### src/rtl/shift_left_seq.sv
// -----------------------------------------------------------------------------
// shift_left_seq
//
// Sequencer that loads a parallel word into an external WIDTH-bit left shift
// register (shift_register_left) one bit per cycle, MSB first, then reads the
// register back and reports whether it holds the requested word.
//
// Ports
//   clk        rising-edge clock, shared with the shift register
//   rst_n      asynchronous active-low reset
//   start      load request, only honoured while ready=1
//   word       parallel word, captured on the accepting edge
//   abort      cancels a load in progress (only looked at while shifting)
//   ready      high while idle and able to accept start
//   sr_enable  shift-register enable (high for exactly WIDTH cycles per load)
//   sr_din     shift-register serial input, 0 whenever sr_enable=0
//   sr_q       shift-register parallel output
//   data_out   last read-back value of sr_q, held until the next completion
//   done       one-cycle pulse when a load completes
//   aborted    one-cycle pulse after an abort
//   mismatch   sticky flag: last read-back differed from the captured word;
//              cleared when the next start is accepted
//
// All outputs are flops. Their next values are decoded from the next state
// (and next count / captured word), so they behave as Moore decodes of the
// current state while having no combinational path from start or abort.
// -----------------------------------------------------------------------------
module shift_left_seq #(
    parameter int WIDTH = 4
) (
    input  logic             clk,
    input  logic             rst_n,
    input  logic             start,
    input  logic [WIDTH-1:0] word,
    input  logic             abort,
    output logic             ready,
    output logic             sr_enable,
    output logic             sr_din,
    input  logic [WIDTH-1:0] sr_q,
    output logic [WIDTH-1:0] data_out,
    output logic             done,
    output logic             aborted,
    output logic             mismatch
);

    // Counter just wide enough to hold 0..WIDTH-1.
    localparam int            CW   = (WIDTH > 1) ? $clog2(WIDTH) : 1;
    localparam logic [CW-1:0] LAST = CW'(WIDTH - 1);

    typedef enum logic [2:0] {
        S_IDLE,
        S_SHIFT,
        S_CHECK,
        S_DONE,
        S_ABORT
    } state_t;

    state_t           state_q,     state_d;
    logic [CW-1:0]    cnt_q,       cnt_d;
    logic [WIDTH-1:0] word_q,      word_d;
    logic [WIDTH-1:0] data_out_q,  data_out_d;
    logic             mismatch_q,  mismatch_d;

    logic             ready_q,     ready_d;
    logic             sr_enable_q, sr_enable_d;
    logic             sr_din_q,    sr_din_d;
    logic             done_q,      done_d;
    logic             aborted_q,   aborted_d;

    // Bit-reversed copy of the word about to be held, so that indexing it
    // with the shift count yields the MSB first: msb_first[cnt] = word[W-1-cnt].
    logic [WIDTH-1:0] msb_first;

    generate
        for (genvar gi = 0; gi < WIDTH; gi++) begin : g_rev
            assign msb_first[gi] = word_d[WIDTH-1-gi];
        end
    endgenerate

    // -------------------------------------------------------------------------
    // Next-state logic
    // -------------------------------------------------------------------------
    always_comb begin
        state_d    = state_q;
        cnt_d      = cnt_q;
        word_d     = word_q;
        data_out_d = data_out_q;
        mismatch_d = mismatch_q;

        case (state_q)
            S_IDLE: begin
                if (start) begin
                    word_d     = word;
                    cnt_d      = '0;
                    mismatch_d = 1'b0;
                    state_d    = S_SHIFT;
                end
            end

            S_SHIFT: begin
                // The register shifts on this edge regardless of abort,
                // because sr_enable is already high in this cycle.
                cnt_d = cnt_q + 1'b1;
                if (abort) begin
                    state_d = S_ABORT;
                end else if (cnt_q == LAST) begin
                    state_d = S_CHECK;
                end
            end

            S_CHECK: begin
                // Last shift edge was one full cycle ago, so sr_q is settled.
                data_out_d = sr_q;
                mismatch_d = (sr_q != word_q);
                state_d    = S_DONE;
            end

            S_DONE: begin
                state_d = S_IDLE;
            end

            S_ABORT: begin
                state_d = S_IDLE;
            end

            default: begin
                state_d = S_IDLE;
            end
        endcase
    end

    // -------------------------------------------------------------------------
    // Output decode of the next state, registered alongside the state.
    // -------------------------------------------------------------------------
    always_comb begin
        ready_d     = (state_d == S_IDLE);
        sr_enable_d = (state_d == S_SHIFT);
        sr_din_d    = sr_enable_d & msb_first[cnt_d];
        done_d      = (state_d == S_DONE);
        aborted_d   = (state_d == S_ABORT);
    end

    // -------------------------------------------------------------------------
    // State and output registers. Reset values of the output flops equal the
    // IDLE decode, so ready is high and sr_enable drops as soon as rst_n falls.
    // -------------------------------------------------------------------------
    always_ff @(posedge clk or negedge rst_n) begin
        if (!rst_n) begin
            state_q     <= S_IDLE;
            cnt_q       <= '0;
            word_q      <= '0;
            data_out_q  <= '0;
            mismatch_q  <= 1'b0;
            ready_q     <= 1'b1;
            sr_enable_q <= 1'b0;
            sr_din_q    <= 1'b0;
            done_q      <= 1'b0;
            aborted_q   <= 1'b0;
        end else begin
            state_q     <= state_d;
            cnt_q       <= cnt_d;
            word_q      <= word_d;
            data_out_q  <= data_out_d;
            mismatch_q  <= mismatch_d;
            ready_q     <= ready_d;
            sr_enable_q <= sr_enable_d;
            sr_din_q    <= sr_din_d;
            done_q      <= done_d;
            aborted_q   <= aborted_d;
        end
    end

    assign ready     = ready_q;
    assign sr_enable = sr_enable_q;
    assign sr_din    = sr_din_q;
    assign data_out  = data_out_q;
    assign done      = done_q;
    assign aborted   = aborted_q;
    assign mismatch  = mismatch_q;

endmodule

### config.mk
export PLATFORM = sky130hd
export DESIGN_NAME = shift_left_seq
export DESIGN_NICKNAME = d
export VERILOG_FILES = /design/src/rtl/shift_left_seq.sv
export SDC_FILE = /design/constraint.sdc
export NUM_CORES = 1
export LEC_CHECK = 0
export CAP_MARGIN = 5
export CELL_PAD_IN_SITES_DETAIL_PLACEMENT = 1
export CELL_PAD_IN_SITES_GLOBAL_PLACEMENT = 1
export CORE_AREA = 2 2 53 55
export DETAILED_ROUTE_END_ITERATION = 6
export DIE_AREA = 0 0 55 57
export HOLD_SLACK_MARGIN = 0.02
export MAX_ROUTING_LAYER = met4
export PLACE_DENSITY_LB_ADDON = 0.25
export SETUP_SLACK_MARGIN = 0.3
export SYNTH_ARGS = -nofsm -noshare
export SYNTH_HDL_FRONTEND = slang
export SYNTH_SLANG_ARGS = --single-unit
### constraint.sdc
create_clock -name clk -period 1.4 [get_ports clk]
set_input_delay 0.21 -clock clk [delete_from_list [all_inputs] [get_ports clk]]
set_output_delay 0.21 -clock clk [all_outputs]
set_load 0.05 [all_outputs]
==> impl_metrics.tcl <==
set metrics [dict create \
    synth_warnings 0 \
    cp-end-kind "flop" \
    dr.max_layer_used "met4" \
    nFillCells 266 \
    first_global_vias 656 \
    yosysUniqueCellTypes 23 \
    rows 19 \
    grt_setup_unrepaired "true" \
    power.density_nw_per_um2 2300 \
    synth_seq_cells 19 \
    post-route-period-util_pct 114 \
    synth_nets 76 \
    fin_setup_tns_ps -234 \
    place_ws_ps -434 \
    m1WireLength_um 882 \
    grt_use_total_pct 14.0 \
    fin_worst_skew_ps 9.66 \
    route.met3.wl_um 94 \
    cts_sinks 19 \
    crit_fanout 4 \
    clk_pin_slew_worst_paths_ps 120 \
    synth.top_cell.area_share_pct 54.8 \
    setup_viol 5 \
    routed_wl_mm 2.05 \
    reg2reg_to "sr_din" \
    wl_met2_mm 1.05 \
    fin_ws_ps -197 \
    cap_violations 0 \
    start_util_pct 31.4 \
    finalMaxSlewViolations 0 \
    crit_slowest_cell "dfrtp_1" \
    coreArea_um2 2620 \
    drt-initial-drc-count 11 \
    avgSynthCellArea_um2 13.0 \
    num_vias 645 \
    ff_latch_area_um2 477 \
    critical_path.cell_chain "nor4b_4, buf_6, mux2_4, mux2i_1, o22ai_1" \
    hpwl_mm 1.32 \
    syn_to_final_growth_pct 83.0 \
    grt_max_degree 20 \
    antenna_found_initial 0 \
    die_w_um 55 \
    grt_pass1_wl_mm 3.00 \
    max-slew-margin-rel_pct 79.9 \
    die_y_um 57 \
    routabilityCongestion 0.753 \
    fin_nets 119 \
    ioPinCount 22 \
    synthTopCellsByArea "dfrtp_1 55%, mux2_2 11%, xor2_1 4.3%, dfstp_2 3.2%, nor4b_1 3.2%" \
    insertion_delay_ps 300 \
    synth_largest_area_cell "dfrtp_1" \
    ys_seq_area_share_pct 58.0 \
    max_freq_mhz 626 \
    total_power_uw 3460 \
    numCtsBuffers 3 \
    diodes 0 \
    reg2reg_from "state_q[2]" \
    hp-class "in -> async" \
    max_slew.worst_pin.slew_ps 300 \
    wl_per_cell_um 15.1 \
    synth_area_um2 822 \
    cts_root_buffer "clkbuf_4" \
    cts_hold_buf 0 \
    portBuffers 21 \
    crit_required_ps 1580 \
    cts_tree "built" \
    drc_errors 0 \
    drt-vias-per-instance 4.74 \
    drive_above_1_share_pct 59.0 \
    violations "setup timing" \
    start_kind "flop" \
    htreeDepth 1 \
    path_class "reg -> reg" \
    finalHoldViolations 0 \
    p_leak_uw 0.000681 \
    ant_nets 0 \
    critPathMaxStageDelay_ps 440 \
    fin_crit_ps 1600 \
    die-area_um2 3140 \
    status "finished, violations left" \
    drt_pass1_iterations 5 \
    multi_input_area_um2 459 \
    r2r_cells 5 \
    crit_arrival_ps 1780 \
    cts_buffer_depth 2 \
    syn_inst 63 \
    r2r_setup_slack_ps -200 \
    overflow 0 \
    vdd_drop_max_mv 1.61 \
]
## logic make-up (layout without fill, tap and decap cells)
| kind of cell | after synthesis | count (layout) | synth area share [%] |
|---|---|---|---|
| AO/OA/AOI/OAI | 8 | 8 | 5.94 |
| XOR/XNOR | 4 | 4 | 4.26 |
| adder cells (fa/ha/maj) | 1 | 1 | 1.52 |
| buffers and inverters | 4 | 46 | 2.89 |
| flip-flops | 19 | 19 | 58.0 |
| multiplexers | 10 | 10 | 13.4 |
| AND/OR/NAND/NOR | 17 | 17 | 14.0 |
## timing repair
item,4_1_cts,5_1_grt
hold endpoints to repair,0,0
endpoints found under the setup margin,23,28
resized for setup,21,23
setup buffers,1,9
pin swaps,5,8
## sequential cells by signal, summed over array words and instances (netlist names)
name and cells:
data_out 4, word_q 4, state_q 3, cnt_q 2
aborted 1, done 1, mismatch 1, ready 1
sr_din 1, sr_enable 1
## final cells by class
class / count / share of cell area (%)
well taps: 31 / 2.58
repair buffers: 40 / 32.4
clock inverters: 1 / 0.333
multi-input cells: 40 / 30.5
flip-flops and latches: 19 / 31.7
clock buffers: 3 / 1.50
inverters: 2 / 0.998
## synthesized netlist by cell type
| master | count |
|---|---|
| dfrtp_1 | 18 |
| mux2_2 | 8 |
| xor2_1 | 4 |
| nand2_1 | 3 |
| nor2_1 | 3 |
| nor4b_1 | 3 |
| o21ai_0 | 3 |
| a21oi_1 | 2 |
| inv_1 | 2 |
| mux2i_1 | 2 |
| nor3_1 | 2 |
| nor4_1 | 2 |
| a21o_1 | 1 |
| a32o_1 | 1 |
| buf_6 | 1 |
| clkbuf_2 | 1 |
| dfstp_2 | 1 |
| ha_1 | 1 |
| nand2b_1 | 1 |
| nor3b_1 | 1 |
| nor4b_4 | 1 |
| o22ai_1 | 1 |
| or2_2 | 1 |
## critical path: cells and delay by family (launching register included)
kind	cells	cell delay, ps
and+or+nand+nor	1	300
AOI/OAI and AO/OA	1	110
muxes	2	450
DFF	1	440
buffers and inverters	1	170
## report_power, final
| part | total (uW) | switching (uW) | internal, uW |
|---|---|---|---|
| sequential | 994 | 209 | 785 |
| clock | 284 | 177 | 107 |
| combinational | 2180 | 992 | 1190 |
| total | 3460 | 1380 | 2080 |
## cell usage in the layout, fill, tap and decap left out, drive strengths merged, types with 2 or more instances in the layout
| cell type | instances |
|---|---|
| a21oi | 2 |
| buf | 29 |
| clkbuf | 3 |
| clkdlybuf4s50 | 11 |
| dfrtp | 18 |
| inv | 2 |
| mux2 | 8 |
| mux2i | 2 |
| nand2 | 3 |
| nor2 | 3 |
| nor3 | 2 |
| nor4 | 2 |
| nor4b | 4 |
| o21ai | 3 |
| xor2 | 4 |
## how the worst max path moves through the flow
stage               endpoint  slack, ps  cells past startpoint       start
global route          sr_din       -280                      5  state_q[2]
finish                sr_din       -200                      5  state_q[2]
CTS                   sr_din       -190                      5  state_q[2]
floorplan             sr_din       -140                      5  state_q[1]
global placement      sr_din       -360                      5       start
detailed placement    sr_din       -430                      5       start
## routing by layer
layer  vias up  global-route usage [%]
li1        310                       -
met2        19                    21.3
met5         -                       -
met1       312                    17.6
met3         4                    3.93
met4         0                    5.23
## through the flow
stage / cells / hold slack (ps) / util (%) / instance area, um2
after detailed placement: 122 / 545 / 46.8 / 1220
final: 136 / 231 / 57.5 / 1500
after floorplan: 63 / -85.6 / - / 823
after global routing: 136 / 232 / 57.5 / 1500
after global placement: 122 / 540 / 46.8 / 1220
after CTS: 127 / 231 / 51.2 / 1340
Note: power is estimated with default switching activity, not from simulation.
